**src/rtl/laser310_bank_ctrl_if.sv**
```systemverilog
// Z80-side bus bundle for the Laser 310 bank controller: CPU strobes/address/data
// in, SRAM upper address and controls plus register readback out.
interface laser310_bank_ctrl_if #(
  parameter int unsigned BANK_BITS = 2
);
  logic [4:0]           Addr;
  logic [7:0]           IO_A;
  logic [7:0]           D;
  logic                 WR_N;
  logic                 RD_N;
  logic                 MREQ_N;
  logic                 IORQ_N;
  logic [BANK_BITS-1:0] RAM_AHI;
  logic                 RAM_CS_N;
  logic                 RAM_OE_N;
  logic                 RAM_WE_N;
  logic [7:0]           DOUT;
  logic                 DOUT_EN;

  modport master (
    output Addr, IO_A, D, WR_N, RD_N, MREQ_N, IORQ_N,
    input  RAM_AHI, RAM_CS_N, RAM_OE_N, RAM_WE_N, DOUT, DOUT_EN
  );

  modport slave (
    input  Addr, IO_A, D, WR_N, RD_N, MREQ_N, IORQ_N,
    output RAM_AHI, RAM_CS_N, RAM_OE_N, RAM_WE_N, DOUT, DOUT_EN
  );
endinterface

```
**src/rtl/laser310_bank_ctrl.sv**
```systemverilog
// SRAM decode for 0xB800-0xFFFF with an I/O-mapped bank register paging the
// 0xC000-0xFFFF window; memory-side outputs are combinational from the bus.
module laser310_bank_ctrl #(
  parameter int unsigned BANK_BITS    = 2,
  parameter logic [7:0]  BANK_PORT    = 8'h7F,
  parameter int unsigned DEFAULT_BANK = 3,
  parameter int unsigned FIXED_PAGE   = 2
) (
  input logic                 CLK,
  input logic                 RST,
  laser310_bank_ctrl_if.slave bus
);

  localparam logic [BANK_BITS-1:0] DEF_BANK = BANK_BITS'(DEFAULT_BANK);
  localparam logic [BANK_BITS-1:0] FIX_PAGE = BANK_BITS'(FIXED_PAGE);

  // Captured register fields travel as {en, wp, bank}
  localparam int unsigned FW = BANK_BITS + 2;

  logic                 ws;
  logic                 s1_q, s2_q, s3_q;
  logic                 s1_d, s2_d, s3_d;
  logic [FW-1:0]        d1_q, d2_q;
  logic [FW-1:0]        d1_d, d2_d;
  logic [BANK_BITS-1:0] bank_q, bank_d;
  logic                 en_q, en_d;
  logic                 wp_q, wp_d;
  logic                 wr_pulse;
  logic                 unused_d;

  logic                 port_hit;
  logic                 upper_win;
  logic                 acc_valid;
  logic                 prot_wr;
  logic                 cs_n;

  assign unused_d = ^bus.D;

  // ---------------------------------------------------------------------------
  // Bank register write path
  // ---------------------------------------------------------------------------
  assign port_hit = (bus.IO_A == BANK_PORT);
  assign ws       = ~bus.IORQ_N & ~bus.WR_N & port_hit;
  assign wr_pulse = s2_q & ~s3_q;

  always_comb begin
    s1_d   = ws;
    s2_d   = s1_q;
    s3_d   = s2_q;
    d1_d   = {bus.D[7], bus.D[6], bus.D[BANK_BITS-1:0]};
    d2_d   = d1_q;
    bank_d = bank_q;
    en_d   = en_q;
    wp_d   = wp_q;
    if (wr_pulse) begin
      en_d   = d2_q[FW-1];
      wp_d   = d2_q[FW-2];
      bank_d = d2_q[BANK_BITS-1:0];
    end
  end

  // Stages reset high so a strobe already active at reset release never
  // looks like a fresh rising edge.
  always_ff @(posedge CLK) begin
    if (RST) begin
      s1_q   <= 1'b1;
      s2_q   <= 1'b1;
      s3_q   <= 1'b1;
      d1_q   <= '0;
      d2_q   <= '0;
      bank_q <= DEF_BANK;
      en_q   <= 1'b0;
      wp_q   <= 1'b0;
    end else begin
      s1_q   <= s1_d;
      s2_q   <= s2_d;
      s3_q   <= s3_d;
      d1_q   <= d1_d;
      d2_q   <= d2_d;
      bank_q <= bank_d;
      en_q   <= en_d;
      wp_q   <= wp_d;
    end
  end

  // ---------------------------------------------------------------------------
  // SRAM decode
  // ---------------------------------------------------------------------------
  assign upper_win = (bus.Addr[4:3] == 2'b11);
  assign acc_valid = ~bus.MREQ_N & (bus.Addr >= 5'b10111) & (bus.RD_N ^ bus.WR_N);
  assign prot_wr   = acc_valid & ~bus.WR_N & upper_win & wp_q;
  assign cs_n      = ~(acc_valid & ~prot_wr);

  always_comb begin
    bus.RAM_CS_N = cs_n;
    bus.RAM_OE_N = cs_n | bus.RD_N;
    bus.RAM_WE_N = cs_n | bus.WR_N;
    if (upper_win) begin
      bus.RAM_AHI = en_q ? bank_q : DEF_BANK;
    end else begin
      bus.RAM_AHI = FIX_PAGE;
    end
  end

  // ---------------------------------------------------------------------------
  // Register readback
  // ---------------------------------------------------------------------------
  always_comb begin
    bus.DOUT                  = '0;
    bus.DOUT[7]               = en_q;
    bus.DOUT[6]               = wp_q;
    bus.DOUT[BANK_BITS-1:0]   = bank_q;
    bus.DOUT_EN               = ~bus.IORQ_N & ~bus.RD_N & port_hit;
  end

endmodule

```
**src/flat_wrapper.sv**
```systemverilog
// flat-port wrapper written by rule: the top's interface ports become plain ports
module laser310_bank_ctrl_flat 
#(
  parameter int unsigned BANK_BITS    = 2,
  parameter logic [7:0]  BANK_PORT    = 8'h7F,
  parameter int unsigned DEFAULT_BANK = 3,
  parameter int unsigned FIXED_PAGE   = 2
)
  (CLK, RST, bus_Addr, bus_IO_A, bus_D, bus_WR_N, bus_RD_N, bus_MREQ_N, bus_IORQ_N, bus_RAM_AHI, bus_RAM_CS_N, bus_RAM_OE_N, bus_RAM_WE_N, bus_DOUT, bus_DOUT_EN);
  laser310_bank_ctrl_if #(.BANK_BITS(BANK_BITS)) bus_i ();
  input logic CLK;
  input logic RST;
  input wire logic [$bits(bus_i.Addr)-1:0] bus_Addr;
  input wire logic [$bits(bus_i.IO_A)-1:0] bus_IO_A;
  input wire logic [$bits(bus_i.D)-1:0] bus_D;
  input wire logic [$bits(bus_i.WR_N)-1:0] bus_WR_N;
  input wire logic [$bits(bus_i.RD_N)-1:0] bus_RD_N;
  input wire logic [$bits(bus_i.MREQ_N)-1:0] bus_MREQ_N;
  input wire logic [$bits(bus_i.IORQ_N)-1:0] bus_IORQ_N;
  output wire logic [$bits(bus_i.RAM_AHI)-1:0] bus_RAM_AHI;
  output wire logic [$bits(bus_i.RAM_CS_N)-1:0] bus_RAM_CS_N;
  output wire logic [$bits(bus_i.RAM_OE_N)-1:0] bus_RAM_OE_N;
  output wire logic [$bits(bus_i.RAM_WE_N)-1:0] bus_RAM_WE_N;
  output wire logic [$bits(bus_i.DOUT)-1:0] bus_DOUT;
  output wire logic [$bits(bus_i.DOUT_EN)-1:0] bus_DOUT_EN;
  assign bus_i.Addr = bus_Addr;
  assign bus_i.IO_A = bus_IO_A;
  assign bus_i.D = bus_D;
  assign bus_i.WR_N = bus_WR_N;
  assign bus_i.RD_N = bus_RD_N;
  assign bus_i.MREQ_N = bus_MREQ_N;
  assign bus_i.IORQ_N = bus_IORQ_N;
  assign bus_RAM_AHI = bus_i.RAM_AHI;
  assign bus_RAM_CS_N = bus_i.RAM_CS_N;
  assign bus_RAM_OE_N = bus_i.RAM_OE_N;
  assign bus_RAM_WE_N = bus_i.RAM_WE_N;
  assign bus_DOUT = bus_i.DOUT;
  assign bus_DOUT_EN = bus_i.DOUT_EN;
  laser310_bank_ctrl #(.BANK_BITS(BANK_BITS), .BANK_PORT(BANK_PORT), .DEFAULT_BANK(DEFAULT_BANK), .FIXED_PAGE(FIXED_PAGE)) u_core (.CLK(CLK), .RST(RST), .bus(bus_i));
endmodule
```
**config.mk**
```make
export PLATFORM = sky130hd
export DESIGN_NAME = laser310_bank_ctrl_flat
export DESIGN_NICKNAME = d
export VERILOG_FILES = /design/src/rtl/laser310_bank_ctrl_if.sv /design/src/rtl/laser310_bank_ctrl.sv /design/src/flat_wrapper.sv
export SDC_FILE = /design/constraint.sdc
export NUM_CORES = 1
export LEC_CHECK = 0
export CORE_MARGIN = 2
export CORE_UTILIZATION = 33
export DETAILED_ROUTE_END_ITERATION = 8
export GPL_ROUTABILITY_DRIVEN = 0
export PLACE_DENSITY = 0.76
export SYNTH_ARGS = -nofsm -noshare
export SYNTH_HDL_FRONTEND = slang
export SYNTH_SLANG_ARGS = --single-unit
```
**constraint.sdc**
```tcl
create_clock -name CLK -period 1.28 [get_ports CLK]
set_input_delay 0.256 -clock CLK [delete_from_list [all_inputs] [get_ports CLK]]
set_output_delay 0.256 -clock CLK [all_outputs]
set_load 0.1 [all_outputs]
```
# Word level (Yosys, flattened, before mapping)
# Index checks and enable logic that the tools add are counted.
# op_classes
muxes,2
n_bitwise,21
magnitude_cmp,1
n_eq_ne,2
# op_table
operator,n
1-bit AND,11
8-bit by 7-bit equality test with 1-bit output (second input constant),1
1-bit inverter,7
5-bit greater-or-equal comparator (second input constant),1
2-bit two-way mux,2
2-bit equality test (second input constant),1
1-bit bitwise OR,2
1-bit XOR,1
# word_totals
ff_bits,15
output_inout_bits,14
inputBits,27
word_cells,34

# Longest topological paths before layout
# depth
word_depth,10
mapped_depth,4
ltp_nobuf,3

# Least setup slack after synthesis
# No wires, ideal clock.
# synth_path
kind,input port to output port
from,in bus_IO_A[7]
to,out bus_DOUT_EN
required_time_ns,1.024
setup_slack_ns,-2.424
path_buffers,0
t_arrival_ns,3.448
path_stages,3
cell_sequence,and4b_1 nand3_2 nor4_1
# synth_between
elab_chain_len,2
# synth_rtl
element,line_no,text
start: declaration,flat_wrapper.sv:14,input wire logic [$bits(bus_i.IO_A)-1:0] bus_IO_A;
8-bit by 7-bit equality test with 1-bit output,laser310_bank_ctrl.sv:42,assign port_hit = (bus.IO_A == BANK_PORT);
1-bit AND,laser310_bank_ctrl.sv:113,bus.DOUT_EN = ~bus.IORQ_N & ~bus.RD_N & port_hit;
end: declaration,flat_wrapper.sv:25,output wire logic [$bits(bus_i.DOUT_EN)-1:0] bus_DOUT_EN;
# Every way passes these cells.

# Worst setup path after layout
# layout_path
from,reg u_core.wp_q
to,out bus_RAM_CS_N
# layout_between
elab_chain_len,4
# layout_rtl
element,line_no,text
start: declaration,laser310_bank_ctrl.sv:27,"logic wp_q, wp_d;"
start signal: assignment,laser310_bank_ctrl.sv:82,wp_q <= wp_d;
1-bit AND,laser310_bank_ctrl.sv:91,assign prot_wr = acc_valid & ~bus.WR_N & upper_win & wp_q;
1-bit inverter,laser310_bank_ctrl.sv:92,assign cs_n = ~(acc_valid & ~prot_wr);
1-bit AND,laser310_bank_ctrl.sv:92,
1-bit inverter,laser310_bank_ctrl.sv:92,
end: declaration,flat_wrapper.sv:21,output wire logic [$bits(bus_i.RAM_CS_N)-1:0] bus_RAM_CS_N;
# Every way passes these cells.

==> impl_metrics.env <==
export IMPL_place_hpwl_um=1147
export IMPL_seq_area_frac_synth=0.5042
export IMPL_vdd_drop_max_mv=0.6110
export IMPL_num_rows=15
export IMPL_grt_pass1_vias=566
export IMPL_clk_latency_ns=0.27
export IMPL_die_height_um=46.48
export IMPL_yosys_register_bits=15
export IMPL_grt_overflow=0
export IMPL_cap_viol_max_count=0
export IMPL_cts_buffers=3
export IMPL_vias_per_cell=4.241
export IMPL_tritoncts="done"
export IMPL_fillers=129
export IMPL_finClkSkew_ns=0.008731
export IMPL_drt_iter0_markers=2
export IMPL_hold_start="u_core.s1_q"
export IMPL_synth_cell_types=22
export IMPL_drv_slew=0
export IMPL_grt_pass1_wl_um=2277
export IMPL_setup_ws_ns=-0.1478
export IMPL_coreArea_um2=1708
export IMPL_htree_levels=1
export IMPL_drive_gt1_frac=0.5648
export IMPL_syn_inst=61
export IMPL_min_to="u_core.s2_q"
export IMPL_clock_fmax_ghz=0.7004
export IMPL_rsz0062_at_grt="true"
export IMPL_antenna_found_initial=0
export IMPL_synth_edf_count=0
export IMPL_port_buffers=32
export IMPL_startpoint_type="flip-flop"
export IMPL_hold_class="flip-flop to flip-flop"
export IMPL_synth_common_cells="dfxtp_1, nor2b_1, buf_4, nand2_1"
export IMPL_seq_area_um2=312.8
export IMPL_setup_tns_ns=-0.4500
export IMPL_crit_path_end_kind="output port"
export IMPL_hold_viol_final=0
export IMPL_routedWlPerCell_um=10.92
export IMPL_fin_total_pwr_mw=1.051
export IMPL_reg2reg_to="u_core.bank_q[1]"
export IMPL_crit_type="flip-flop to output port"
export IMPL_synth_area_um2=595.6
export IMPL_cp_slowest_cell="dfxtp_2"
export IMPL_period_share=1.115
export IMPL_cp_required_ns=1.02
export IMPL_globalRouteTotalUtil=0.1474
export IMPL_fin_nets=136
export IMPL_async_flop_share=0
export IMPL_hold_depth=1
export IMPL_vias=564
export IMPL_start_util=0.3487
export IMPL_cp_top_family="compound AO/OA/AOI/OAI gates"
export IMPL_antennaDiodeCount=0
export IMPL_multiInputGateArea_um2=347.8
export IMPL_crit_arrival_ns=1.17
export IMPL_critPathBufInv=1
export IMPL_cts_hold_buf=0
export IMPL_crit_fanout=2
export IMPL_post_synth_top_count_cell="dfxtp_1"
export IMPL_syn_area_per_cell_um2=9.763
export IMPL_timing_rr_start="u_core.s2_q"
export IMPL_yosysTopAreaCellShare=0.5042
export IMPL_postRouteAntennaNets=0
export IMPL_grt_max_degree=10
export IMPL_cts_buffer_depth=2
export IMPL_synth_warnings=0
export IMPL_final_setup_viol_count=4
export IMPL_dieArea_um2=2160
export IMPL_synth_area_leaders="dfxtp_1, nor2b_1, buf_4, mux2i_1, nand2_1"
export IMPL_path_clk_slew_ns=0.09
export IMPL_holdWs_ns=0.4350
export IMPL_remaining_drc_errors=0
export IMPL_power_leakage_nw=0.5740
export IMPL_cts_sinks=15
export IMPL_r2r_slack_ns=0.32
export IMPL_dpl_cell_area_um2=1194
export IMPL_violations="setup timing"
export IMPL_areaGrowthSynthToFinish_pct=113.2
export IMPL_cp_slowest_stage_delay_ns=0.34
export IMPL_ys_flop_type="dfxtp_1"
export IMPL_synth_top_area_cell="dfxtp_1"
export IMPL_routed_wl_um=1453
export IMPL_status="complete, but fails checks"
export IMPL_first_pass_iters=2
export IMPL_power_density_nw_per_um2=827.9
export IMPL_ios=41
export IMPL_r2r_cells=4
export IMPL_path_cells="a311oi_4 -> o21ai_4 -> buf_12"
export IMPL_die_x_um=46.48
export IMPL_min_period_ns=1.428
export IMPL_cts_root_buf="clkbuf_4"
export IMPL_final_area_um2=1270
==> final cells by class <==
class / count / area share
multi-input cells: 38 / 0.2739
inverters: 3 / 0.01084
clock buffers: 3 / 0.01773
clock inverters: 1 / 0.003941
flip-flops and latches: 15 / 0.2463
well taps: 25 / 0.02463
repair buffers: 48 / 0.4227
==> stage by stage <==
stage / utilization / worst slack (ns) / cells
after floorplan: - / -0.6341 / 64
after global placement: 0.6989 / -0.4670 / 125
after detailed placement: 0.6989 / -0.4803 / 125
after CTS: 0.7114 / -0.2079 / 131
after global routing: 0.7436 / -0.2055 / 133
final: 0.7436 / -0.1478 / 133
==> report_power, final <==
group	internal [mW]	switching (mW)	total, mW	leakage, nW
Sequential	0.482	0.00646	0.489	0.125
Combinational	0.134	0.177	0.311	0.431
Clock	0.116	0.136	0.251	0.0177
==> layout by cell type, fill, tap and decap left out, types with 2 or more instances in the layout <==
master / netlist / final
or2_2: 2 / 2
inv_1: 3 / 2
buf_4: 6 / 13
nor2b_1: 10 / 9
dlygate4sd2_1: 0 / 3
buf_6: 0 / 8
buf_2: 1 / 5
clkdlybuf4s50_1: 0 / 5
nor2_1: 2 / 2
clkdlybuf4s15_2: 0 / 2
nand2_1: 6 / 3
mux2i_1: 3 / 3
clkbuf_4: 0 / 3
dfxtp_4: 0 / 3
nand2_4: 0 / 2
dfxtp_1: 15 / 11
dlymetal6s2s_1: 0 / 2
conb_1: 1 / 4
buf_12: 0 / 10
==> timing repair <==
action	4_1_cts	5_1_grt
setup endpoints to repair	6	6
buffers inserted	2	2
resized for setup	51	10
endpoints found under the hold margin	0	0
pin swaps	8	5
==> registers in the layout (all words and copies together), names as in the netlist <==
| signal | count |
|---|---|
| u_core.bank_q | 2 |
| u_core.d2_q | 4 |
| u_core.wp_q | 1 |
| u_core.en_q | 1 |
| u_core.s2_q | 1 |
| u_core.s3_q | 1 |
| u_core.d1_q | 4 |
| u_core.s1_q | 1 |
==> routing by layer <==
| metal | GRT usage | wire length, um | vias to the layer above |
|---|---|---|---|
| met5 | 0 | 0 | - |
| met4 | 0.06857 | 6 | 0 |
| met3 | 0.05098 | 204 | 2 |
| met2 | 0.2556 | 720 | 31 |
| met1 | 0.1584 | 522 | 245 |
| li1 | - | - | 286 |
==> worst max-delay path by stage <==
stage	to	depth (start not counted)	from
floorplan	bus_DOUT_EN	3	bus_IO_A[7]
global placement	bus_DOUT_EN	5	bus_IO_A[5]
detailed placement	bus_DOUT_EN	5	bus_IO_A[5]
CTS	bus_DOUT_EN	5	bus_IO_A[7]
global route	bus_DOUT_EN	5	bus_IO_A[7]
finish	bus_RAM_CS_N	3	u_core.wp_q
==> worst reg2reg max path: stages (launching register included) <==
cell and delay, ns:
dfxtp_1 0.33, nor2b_1 0.12, buf_4 0.15, mux2i_1 0.19
nand2_1 0.06
==> cells by family (layout without fill, tap and decap cells) <==
group	Yosys count	after routing	share of synthesized area
and+or+nand+nor	25	25	0.2479
other	1	4	0.006296
muxes	3	3	0.05042
buffers and inverters	11	55	0.1092
AOI/OAI and AO/OA	6	6	0.08194
DFF	15	15	0.5042
Note: power is estimated with default switching activity, not from simulation.
==> patch: new RTL, config.mk and constraints unchanged <==
`BANK_BITS` is set to 2 in 3 places; all go to 4.
--- a/src/rtl/laser310_bank_ctrl_if.sv
+++ b/src/rtl/laser310_bank_ctrl_if.sv
@@ -3,3 +3,3 @@
 interface laser310_bank_ctrl_if #(
-  parameter int unsigned BANK_BITS = 2
+  parameter int unsigned BANK_BITS = 4
 );
--- a/src/rtl/laser310_bank_ctrl.sv
+++ b/src/rtl/laser310_bank_ctrl.sv
@@ -3,3 +3,3 @@
 module laser310_bank_ctrl #(
-  parameter int unsigned BANK_BITS    = 2,
+  parameter int unsigned BANK_BITS    = 4,
   parameter logic [7:0]  BANK_PORT    = 8'h7F,
--- a/src/flat_wrapper.sv
+++ b/src/flat_wrapper.sv
@@ -3,3 +3,3 @@
 #(
-  parameter int unsigned BANK_BITS    = 2,
+  parameter int unsigned BANK_BITS    = 4,
   parameter logic [7:0]  BANK_PORT    = 8'h7F,
Interface: changed (resized bus_RAM_AHI); port bits go from 41 to 43. The function was not compared with the original's and may differ.
==> patch against the original RTL <==
The run still ends with negative setup slack left. Synthesized area is 30% higher. Sequential share of layout area is 3.4 points higher. Power is 21% higher. Final cell count is 20% higher. Maximum frequency is 6.4% lower. Global-route usage is 0.29 points higher. Core utilization is 3.3 points lower. Sequential power is 39% higher. Cell area is 24% higher. Non-clock buffer count is 9 higher. Routed wire length is 25% higher. Sequential cell count is 6 higher. Worst setup slack worse by 0.098 ns. Largest cell class unchanged. Largest power group unchanged.
==> patch: results (changes against the original RTL) <==
Logic synthesis
  – Synth cell count leaders: dfxtp_1, nor2b_1, buf_4, nand2_1, mux2i_1
  – Library cells used by synthesis: 21 (-4.5%)
  – Sequential area share after synthesis: 54.1% (+3.7 points)

Global routing
  – Largest net degree at the start of global routing: 12 (+2)
  – Tot GR Track Use: 15.0% (+0.29 points)
  – Met2 usage in global routing: 26.0% (+0.49 points)
  – Global-route wire length before repair: 3020 um (+32%)
  – Met3 Resource Use GR: 5.71% (+0.62 points)
  – M1 GR Usage: 16.1% (+0.30 points)

Min path
  – Hold Crit Depth: 3 (+2)
  – Hold Path Sink: u_core.s1_q$_SDFF_PP1_
  – Hold path startpoint: bus_WR_N
  – Type of the tightest min-delay check: input port to flip-flop

STA
  – Setup violators final: 7 (+3)
  – Clk_skew: 0.00233 ns (-0.00640 ns)
  – Final WS setup: -0.246 ns (-0.0984 ns)

Worst setup path
  – Critical Path End: bus_DOUT_EN
  – Crit path arrival time: 1.27 ns (+0.10 ns)
  – R2R Setup Slk: 0.30 ns (-0.02 ns)

Power
  – Part of the power in combinational logic: 24.1% (-5.5 points)
  – VDD IR max: 0.648 mV (+6.0%)
  – Int Pwr: 938 uW (+28%)
  – Seq group: 680 uW (+39%)

Routing
  – WL met3: 256 um (+25%)
  – Total number of vias: 696 (+23%)
  – Met2 Wirelength: 878 um (+22%)
  – Met1 wire length: 676 um (+30%)
  – Initial DRC Count: 6 (+4)

Clock network
  – Worst-Skew Late Latency: 0.29 ns (+0.02 ns)

Placement
  – Port Buffers: 38 (+19%)
  – Placed insts: 150 (+20%)

Status
  – Status: finished with violations
  – Failing checks: negative setup slack
patch: cell types whose count changed after synthesis:
cell     before  now
dfxtp_1      15   21
buf_2         1    0
nor2b_1      10   14
mux2i_1       3    5
buf_1         1    0
nor2_1        2    4
and4_1        0    2
patch: stage by stage:
step                      total power, mW  utilization, %  cell area [sq um]  TNS, ns  setup WS (ns)
after detailed placement             1.00            68.2               1510    -3.49         -0.516
after floorplan                     0.851               -                892    -1.23         -0.634
after CTS                            1.29            70.0               1550   -0.924         -0.247
after global routing                 1.36            71.0               1570    -1.24         -0.293
final                                1.28            71.0               1570   -0.804         -0.246
after global placement               1.00            68.2               1510    -3.40         -0.465
patch: layout make-up:
class                           instances  area (sq um)
Clock buffer                            4          26.3
Fill cell                             164           641
Inverter                                3          13.8
Multi-Input combinational cell         46           405
Sequential cell                        21           440
Tap cell                               28          35.0
Timing Repair Buffer                   57           651
patch: worst max-delay path: stages:
cell and delay (ns):
buf_6 0.09, and4b_1 0.26, nand3_2 0.10, nor4_4 0.35
buf_12 0.22
